**src/rtl/sw_seq_loader_pkg.sv**
```systemverilog
// ----------------------------------------------------------------------------
// sw_seq_loader_pkg
// Shared definitions for the Smith-Waterman sequence loader: default job
// lengths, 2-bit nucleotide codes, FSM state encodings and the per-cycle
// payload presented to the scoring core.
// ----------------------------------------------------------------------------
package sw_seq_loader_pkg;

    // Default job geometry (the core expects a 64-symbol reference)
    localparam int unsigned DEF_REF_LEN   = 64;
    localparam int unsigned DEF_QUERY_LEN = 48;
    localparam int unsigned DEF_CNT_W     = 7;
    localparam int unsigned NT_W          = 2;
    localparam int unsigned CHAR_W        = 8;

    // 2-bit nucleotide codes shared with the core
    typedef enum logic [NT_W-1:0] {
        NT_A = 2'b00,
        NT_C = 2'b01,
        NT_G = 2'b10,
        NT_T = 2'b11
    } nt_t;

    // Loader FSM states; encodings shared with the core
    typedef enum logic [1:0] {
        ST_LOAD   = 2'd0,
        ST_STREAM = 2'd1,
        ST_WAIT   = 2'd2
    } state_t;

    // One serial load beat towards the core
    typedef struct packed {
        logic valid;
        nt_t  data_ref;
        nt_t  data_query;
    } sw_beat_t;

    // ASCII lower-case letters folded to upper case; other bytes pass through
    function automatic logic [CHAR_W-1:0] to_upper(input logic [CHAR_W-1:0] c);
        if ((c >= 8'h61) && (c <= 8'h7A)) begin
            return c - 8'h20;
        end
        return c;
    endfunction

endpackage : sw_seq_loader_pkg

```
**src/rtl/sw_seq_loader_nt_encoder.sv**
```systemverilog
// ----------------------------------------------------------------------------
// sw_nt_encoder
// Combinational ASCII nucleotide encoder, case-insensitive.
//   in_char [7:0]  ASCII byte from the host
//   code    [1:0]  A=00 C=01 G=10 T=11; 00 for anything else
//   illegal        high when in_char is not one of A/C/G/T (any case)
// ----------------------------------------------------------------------------
module sw_nt_encoder
    import sw_seq_loader_pkg::*;
(
    input  logic [CHAR_W-1:0] in_char,
    output nt_t               code,
    output logic              illegal
);

    logic [CHAR_W-1:0] upper;

    assign upper = to_upper(in_char);

    always_comb begin
        code    = NT_A;
        illegal = 1'b0;
        case (upper)
            8'h41:   code = NT_A;   // 'A'
            8'h43:   code = NT_C;   // 'C'
            8'h47:   code = NT_G;   // 'G'
            8'h54:   code = NT_T;   // 'T'
            default: illegal = 1'b1;
        endcase
    end

endmodule : sw_nt_encoder

```
**src/rtl/sw_seq_loader.sv**
```systemverilog
// ----------------------------------------------------------------------------
// sw_seq_loader
// Upstream feeder for the Smith-Waterman scoring core. Collects one reference
// and one query from a host byte stream (ASCII nucleotides), then replays
// them to the core as REF_LEN consecutive valid beats, query riding in the
// first QUERY_LEN beats, and finally holds the host off until the core
// reports finish.
//   clk, reset        clock, synchronous active-high reset
//   in_valid/in_ready host byte handshake (in_ready is combinational)
//   in_char, in_sel   ASCII byte; in_sel 0 = reference, 1 = query
//   sw_valid          load strobe to the core (registered)
//   sw_data_ref       reference symbol to the core (registered)
//   sw_data_query     query symbol to the core, 00 past QUERY_LEN (registered)
//   sw_finish         1-cycle completion pulse from the core
//   busy              high while streaming or waiting for finish
//   err               sticky illegal-character flag for the current job
// ----------------------------------------------------------------------------
module sw_seq_loader
    import sw_seq_loader_pkg::*;
#(
    parameter int unsigned REF_LEN   = DEF_REF_LEN,
    parameter int unsigned QUERY_LEN = DEF_QUERY_LEN,
    parameter int unsigned CNT_W     = DEF_CNT_W
) (
    input  logic              clk,
    input  logic              reset,
    input  logic              in_valid,
    output logic              in_ready,
    input  logic [CHAR_W-1:0] in_char,
    input  logic              in_sel,
    output logic              sw_valid,
    output logic [NT_W-1:0]   sw_data_ref,
    output logic [NT_W-1:0]   sw_data_query,
    input  logic              sw_finish,
    output logic              busy,
    output logic              err
);

    localparam int unsigned      RIDX_W   = $clog2(REF_LEN);
    localparam int unsigned      QIDX_W   = $clog2(QUERY_LEN);
    localparam logic [CNT_W-1:0] REF_FULL = CNT_W'(REF_LEN);
    localparam logic [CNT_W-1:0] Q_FULL   = CNT_W'(QUERY_LEN);
    localparam logic [CNT_W-1:0] CNT_ONE  = CNT_W'(1);

    state_t           state;
    state_t           state_nxt;

    logic [CNT_W-1:0] ref_cnt;
    logic [CNT_W-1:0] q_cnt;
    logic [CNT_W-1:0] stream_cnt;
    logic [CNT_W-1:0] ref_cnt_nxt;
    logic [CNT_W-1:0] q_cnt_nxt;

    nt_t              ref_buf [REF_LEN];
    nt_t              q_buf   [QUERY_LEN];

    nt_t              enc_code;
    logic             enc_illegal;

    logic             ref_we;
    logic             q_we;
    logic             stream_en;
    logic             job_clear;

    sw_beat_t         beat_q;
    sw_beat_t         beat_nxt;
    logic             busy_q;
    logic             err_q;

    // ASCII -> 2-bit code for the byte currently offered by the host
    sw_nt_encoder u_encoder (
        .in_char (in_char),
        .code    (enc_code),
        .illegal (enc_illegal)
    );

    // Buffer fill levels as they will be after this edge
    assign ref_cnt_nxt = ref_cnt + (ref_we ? CNT_ONE : '0);
    assign q_cnt_nxt   = q_cnt   + (q_we   ? CNT_ONE : '0);

    // FSM state register
    always_ff @(posedge clk) begin
        if (reset) begin
            state <= ST_LOAD;
        end else begin
            state <= state_nxt;
        end
    end

    // FSM next-state logic
    always_comb begin
        state_nxt = state;
        case (state)
            ST_LOAD: begin
                // Leave on the edge that completes both buffers
                if ((ref_cnt_nxt == REF_FULL) && (q_cnt_nxt == Q_FULL)) begin
                    state_nxt = ST_STREAM;
                end
            end
            ST_STREAM: begin
                if (!stream_en) begin
                    state_nxt = ST_WAIT;
                end
            end
            ST_WAIT: begin
                if (sw_finish) begin
                    state_nxt = ST_LOAD;
                end
            end
            default: state_nxt = ST_LOAD;
        endcase
    end

    // FSM outputs: host handshake, buffer writes, stream advance, job clear
    always_comb begin
        in_ready  = 1'b0;
        ref_we    = 1'b0;
        q_we      = 1'b0;
        stream_en = 1'b0;
        job_clear = 1'b0;
        case (state)
            ST_LOAD: begin
                // A byte for a full buffer stalls instead of being dropped
                in_ready = in_sel ? (q_cnt < Q_FULL) : (ref_cnt < REF_FULL);
                ref_we   = in_valid & in_ready & ~in_sel;
                q_we     = in_valid & in_ready &  in_sel;
            end
            ST_STREAM: begin
                stream_en = (stream_cnt < REF_FULL);
            end
            ST_WAIT: begin
                job_clear = sw_finish;
            end
            default: begin
                in_ready = 1'b0;
            end
        endcase
    end

    // Symbol buffers; contents are don't-care after reset
    always_ff @(posedge clk) begin
        if (ref_we) begin
            ref_buf[ref_cnt[RIDX_W-1:0]] <= enc_code;
        end
        if (q_we) begin
            q_buf[q_cnt[QIDX_W-1:0]] <= enc_code;
        end
    end

    // Next beat to the core: element k of both buffers, query zero past its end
    always_comb begin
        beat_nxt = '0;
        if (stream_en) begin
            beat_nxt.valid    = 1'b1;
            beat_nxt.data_ref = ref_buf[stream_cnt[RIDX_W-1:0]];
            if (stream_cnt < Q_FULL) begin
                beat_nxt.data_query = q_buf[stream_cnt[QIDX_W-1:0]];
            end
        end
    end

    // Counters, output registers and sticky error
    always_ff @(posedge clk) begin
        if (reset) begin
            ref_cnt    <= '0;
            q_cnt      <= '0;
            stream_cnt <= '0;
            beat_q     <= '0;
            busy_q     <= 1'b0;
            err_q      <= 1'b0;
        end else begin
            if (job_clear) begin
                ref_cnt    <= '0;
                q_cnt      <= '0;
                stream_cnt <= '0;
            end else begin
                ref_cnt <= ref_cnt_nxt;
                q_cnt   <= q_cnt_nxt;
                if (stream_en) begin
                    stream_cnt <= stream_cnt + CNT_ONE;
                end
            end

            beat_q <= beat_nxt;
            busy_q <= (state_nxt != ST_LOAD);

            if (job_clear) begin
                err_q <= 1'b0;
            end else if ((ref_we | q_we) & enc_illegal) begin
                err_q <= 1'b1;
            end
        end
    end

    assign sw_valid      = beat_q.valid;
    assign sw_data_ref   = beat_q.data_ref;
    assign sw_data_query = beat_q.data_query;
    assign busy          = busy_q;
    assign err           = err_q;

endmodule : sw_seq_loader

```
**config.mk**
```make
export PLATFORM = sky130hd
export DESIGN_NAME = sw_seq_loader
export DESIGN_NICKNAME = d
export VERILOG_FILES = /design/src/rtl/sw_seq_loader_pkg.sv /design/src/rtl/sw_seq_loader_nt_encoder.sv /design/src/rtl/sw_seq_loader.sv
export SDC_FILE = /design/constraint.sdc
export NUM_CORES = 1
export LEC_CHECK = 0
export ABC_AREA = 1
export ABC_CLOCK_PERIOD_IN_PS = 12100
export CAP_MARGIN = 20
export CORE_AREA = 2 2 167 169
export DETAILED_ROUTE_END_ITERATION = 12
export DIE_AREA = 0 0 169 171
export GPL_TIMING_DRIVEN = 0
export SYNTH_ARGS = -nofsm -noshare
export SYNTH_HDL_FRONTEND = slang
export SYNTH_SLANG_ARGS = --single-unit
```
**constraint.sdc**
```tcl
create_clock -name clk -period 12.1 [get_ports clk]
set_input_delay 2.42 -clock clk [delete_from_list [all_inputs] [get_ports clk]]
set_output_delay 2.42 -clock clk [all_outputs]
set_load 0.02 [all_outputs]
```
== Word-level counts from Yosys, hierarchy flattened ==
Memories as Yosys holds them, arrays and structs flattened. A register that Yosys moved wholly into a read port is not among the register bits.
Cells that the tools add are included.
Storage, ports and cells
  register bits: 30
  RAM bits: 224
  input port bits: 13
  output and inout port bits: 8
  logic and storage cells: 72
  memories kept: 2
Memory list
  ref_buf: depth 64, bits a word 2, read ports 1, clocked after memory_dff 1, wr ports 1, line sw_seq_loader.sv:54  | nt_t ref_buf [REF_LEN];
  q_buf: depth 48, bits a word 2, read ports 1, clocked after memory_dff 1, wr ports 1, line sw_seq_loader.sv:55  | nt_t q_buf [QUERY_LEN];
Cells by class
  add/subtract/negate cells: 4
  order comparisons: 6
  equal/unequal tests: 8
  multiplexer cells: 27
  bitwise gates (word level): 8
  reductions and logical operators: 8
Operators with widths (number)
  $eq A8 B7 Y1 const B: 4
  $mux W6: 4
  $mux W8: 2
  $add A7 B1 Y7: 2
  $lt A7 B6 Y1 const B: 2
  $lt A7 B7 Y1 const B: 2
  $mux W1: 14
  $pmux W2 S3: 2
  $ge A8 B7 Y1 const B: 1
  $le A8 B7 Y1 const B: 1
  $mux W2: 4
  $sub A8 B6 Y8 const B: 1
  $add A7 B1 Y7 const B: 1
  $eq A7 B6 Y1 const B: 1
  $eq A7 B7 Y1 const B: 1
  $mux W5: 1
  $and A1 B1 Y1: 4
  $reduce_or A2 Y1: 2
  $reduce_or A4 Y1: 1
  $not A1 Y1: 3
  $reduce_or A3 Y1: 1
  $eq A2 B1 Y1 const B: 1
  $eq A2 B2 Y1 const B: 1
  $logic_and A1 B1 Y1: 2
  3 further kinds: 3

== Longest topological paths before layout ==
  word-level depth: 12
  depth in mapped cells: 14
  mapped depth without buffers: 14

== Cells and area by module ==
A second synthesis with hierarchy kept.
Second synthesis, totals
  cells, all modules: 1082
  area total of the unflattened synthesis: 11116.9 um2
By module, submodules not included
  sw_seq_loader: instances 1, cells each 1049, area an instance 10943.0 um2, seq. area each 7447.1 um2
  sw_nt_encoder: instances 1, cells each 33, area an instance 173.9 um2, seq. area each 0.0 um2

== Worst setup path after synthesis ==
No wires, ideal clock.
  path type: input-to-reg
  start point: input port in_char[5]
  end point: memory q_buf[0][0] in the netlist's numbering (data pin)
  setup time: 806 ps
  arrival: 6037 ps
  required time: 11294 ps
  path slack: 5257 ps
  stages on the path: 7
  buffers on the path: 0
  cells stage by stage: inv_1 ha_1 nor2_1 nand3_1 nand2_1 nand2_1 a21oi_1
Between the ends
  word-level cells in the longest chain between the ends: 6
  elaborated cells on any way between the ends: 11
  those cells by class: add/sub (1); order compare (2); eq/ne (3); mux (4); reduce/logical (1)
Ends and longest elaborated chain
  start: declaration: line sw_seq_loader.sv:29  | input logic [CHAR_W-1:0] in_char,
  $ge A8 B7 Y1 / $le A8 B7 Y1 (equally long branches): line sw_seq_loader_pkg.sv:40  | if ((c >= 8'h61) && (c <= 8'h7A)) begin
  $logic_and A1 B1 Y1: line sw_seq_loader_pkg.sv:40
  $mux W1: line sw_seq_loader_pkg.sv:40
  $mux W8 (*): line sw_seq_loader_pkg.sv:43  | return c;
  $eq A8 B7 Y1: line sw_seq_loader_nt_encoder.sv:23  | case (upper)
  $pmux W2 S3 (*): line sw_seq_loader_nt_encoder.sv:23
  net enc_code[0]: line sw_seq_loader.sv:57  | nt_t enc_code;
  end: declaration: line sw_seq_loader.sv:55
Mark *: on every way through the listed nets, which the timed path passes. The rest lies on a longest branch. The select of a mux whose other input is x is not followed.

== Final worst setup path ==
  start point: input port in_sel
  end point: output port in_ready
Between the ends
  word-level cells in the longest chain between the ends: 2
Ends and longest elaborated chain
  start: declaration: line sw_seq_loader.sv:30  | input logic in_sel,
  $mux W1: line sw_seq_loader.sv:124  | in_ready = in_sel ? (q_cnt < Q_FULL) : (ref_cnt < REF_FULL);
  $mux W1: line sw_seq_loader.sv:121  | case (state)
  end: declaration: line sw_seq_loader.sv:28  | output logic in_ready,
No other way between the ends.

==> impl_results.md <==
* Most common cell in the netlist: nand2_1
* Syn avg cell area at 10.2 um^2
* First-pass GRT wire length at 46300 um
* Crit path max fanout at 3
* Final WS setup at 5.85 ns
* ANT cells at 0
* Crit Path Class: in2out
* Post_cts resized at 0
* Worst r2r dst: sw_data_ref[0]$_SDFF_PP0_
* Hold path startpoint: err$_SDFFE_PP0P_
* Power Density at 140 nW/um^2
* Arrival time at the worst endpoint at 3.83 ns
* MaxCap Viol Count at 0
* H-tree levels at 1
* Cts hold-fix bufs at 0
* Async SR Flop Fraction at 0%
* Die Footprint at 28900 um^2
* RSZ-0062 raised after global routing: no
* Fin. max-slew vios at 0
* CTS tree: done
* Slew of the pin with the lowest slew margin at 0.844 ns
* Flops & latches, synth at 260
* CP required at 9.68 ns
* Initial antenna violation count at 0
* Final hold violation count at 0
* Post-synth EDFFs at 224
* Outcome: completed
* Share of layout cells above drive strength 1 at 8.97%
* Worst-Skew Late Latency at 0.54 ns
* I/O pin cnt at 21
* Hold path cells at 2
* Routed WL per cell at 20.6 um
* Internal power at 1.45 mW
* Post-Syn Instances at 1096
* Largest net degree at the start of global routing at 39
* Clock share of power at 45.0%
* Sink Count at 260
* Syn Std Cell Area at 11200 um^2
* Synth area leader: edfxtp_1
* DR iter-0 viols at 937
* Top_reg_cell synth: edfxtp_1
* DRT Pass-1 Iters at 5
* PortBufs at 20
* Crit start category: input port
* NetSw at 0.352 mW
* Seq/Total Area, Yosys at 66.5%
* Reg clk slew, reported paths at 0.06 ns
* DRT antenna net count at 0
* Vias/cell at 5.47
* Fin Setup TNS at 0 ns
* Hold WS at 0.475 ns
* Synth top area share at 60.0%
* NumNets Final at 1169
* CTS buffer count at 26
* Worst R2R Path Depth at 9
* Site Rows at 61
* Hold Crit Endpoint: err$_SDFFE_PP0P_
* Post-CTS Setup Inserts at 0
* Drt total wl at 31300 um
* Clk root buf: clkbuf_16
* Relative slew slack at 43.8%
* Layout Utilization at 47.0%
* Switch share at 19.5%
* Syn_nets at 1115
* Starting density of the core at 41.0%
* Fmax at 160 MHz
* Clk buf depth at 3
* YS warnings at 0
* # setup viols final at 0
* CP peak stage delay at 0.54 ns
* Final GP Congestion at 0.892
* GRT overflow at 0
* Cell mode on critical path: clkdlybuf4s50_1
* Buf+Inv Stages, Crit Path at 3
* Yosys cell types at 31
* Peak supply drop at 0.101 mV
* Post-layout minimum cycle time at 6.25 ns
* Via Count at 8297
* Reg2Reg Setup Slack at 9.74 ns
* Area grow syn2layout at 14.7%
* Global-route usage over all layers at 21.7%
* Crit path cell chain: clkdlybuf4s50_1, inv_1, o21ai_1, nor2_2, clkdlybuf4s50_1
* Vias in the first global route at 7880
* Worst path depth at 5
* Clock Skew at 0.0104 ns
* Die Ht at 171 um
* CP max stage cell: clkdlybuf4s50_1
* Top cells by area, synth: edfxtp_1 60%, nand2_1 8.0%, nand3_1 7.8%
* Die width at 169 um
* Total Power at 1.80 mW
* Worst slack, placed at 5.85 ns
* Combinational Power Share at 1.5%
* Core area at 27300 um^2
* Pleak at 4.56 nW
* Nature of the critical path endpoint: output port
* Reg power frac at 53.5%
* Tightest Hold Check Type: reg2reg
* Hpwl dp at 20500 um
* Crit share post-route at 51.7%
* Drt drc at 0
* CP top delay family: buffers and inverters
* Commonest cells post-synth: 240 x nand2_1, 224 x edfxtp_1, 199 x nor2_1
==> power groups by stage <==
stage	Sequential (mW)	Combinational [mW]	Clock (mW)
after floorplan	0.984	0.0140	0
after global placement	0.985	0.0247	0
after detailed placement	0.984	0.0264	0
after CTS	0.965	0.0264	0.816
after global routing	0.964	0.0295	0.851
final	0.965	0.0265	0.812
==> metrics by stage <==
step | cell area [um^2] | cells
after detailed placement | 12000 | 1468
after global routing | 12800 | 1516
after global placement | 11800 | 1462
final | 12800 | 1516
after floorplan | 11200 | 1096
after CTS | 12800 | 1516
==> worst register-to-register path: cells and delay by family (launching register included) <==
kind	cells	cell delay (ns)
AOI/OAI and AO/OA	1	0.12
buffers and inverters	2	0.95
DFF	1	0.43
and+or+nand+nor	6	0.72
==> final cells by class <==
type / instances / area (um^2)
clock buffers: 35 / 716
multi-input cells: 725 / 3270
clock inverters: 13 / 139
well taps: 346 / 433
flip-flops and latches: 260 / 7450
repair buffers: 26 / 335
inverters: 63 / 236
plain buffers: 48 / 273
fillers: 2540 / 14500
==> registers in the layout, summed over array words and instances (netlist names), named ones only <==
register	flops
stream_cnt	7
q_cnt	7
busy	1
state	2
err	1
q_buf	96
sw_valid	1
ref_cnt	7
ref_buf	128
sw_data_query	2
sw_data_ref	2
==> kinds of logic (layout without fill, tap and decap cells) <==
kind of cell | Yosys count | in the layout | synth area share, %
xor gates and xnor gates | 9 | 9 | 0.704
AOI/OAI and AO/OA | 70 | 70 | 3.50
and+or+nand+nor | 640 | 640 | 24.1
buffers and inverters | 111 | 185 | 4.55
DFF | 260 | 260 | 66.5
adders and majority gates | 6 | 6 | 0.670
==> placed cells by master, fill, tap and decap left out, types with 2 or more instances in the layout <==
cell type,count
ha_1,6
o211ai_1,15
clkdlybuf4s50_1,20
inv_2,2
buf_1,5
buf_6,2
clkinv_1,5
buf_12,4
or2_2,4
nor2_1,199
nor2_4,2
clkbuf_16,27
nor2_2,4
nand2_1,240
buf_4,13
o21ai_0,37
clkinv_2,5
nand3_1,175
buf_16,2
a21oi_1,13
clkbuf_1,12
nand2_2,9
nor3_1,3
xnor2_1,2
a21oi_4,2
dfxtp_1,36
inv_1,60
xor2_1,7
buf_2,23
edfxtp_1,224
bufinv_16,3
==> how the worst max path moves through the flow <==
stage	slack, ns	from	end
finish	5.85	in_sel	in_ready
global route	5.75	in_sel	in_ready
CTS	5.84	in_sel	in_ready
detailed placement	5.85	in_sel	in_ready
global placement	0.92	in_char[5]	q_buf[45][1]$_DFFE_PP_
floorplan	5.26	in_char[5]	q_buf[0][0]$_DFFE_PP_
==> per-layer routing <==
layer / up-vias / global-route usage (%) / part of all wire, %
met2: 362 / 37.1 / 48
met1: 4043 / 29.3 / 41
met4: 0 / 5.83 / 2.3
met3: 46 / 2.68 / 8.1
met5: - / 0 / 0
li1: 3846 / - / -
Note: power is estimated with default switching activity, not from simulation.
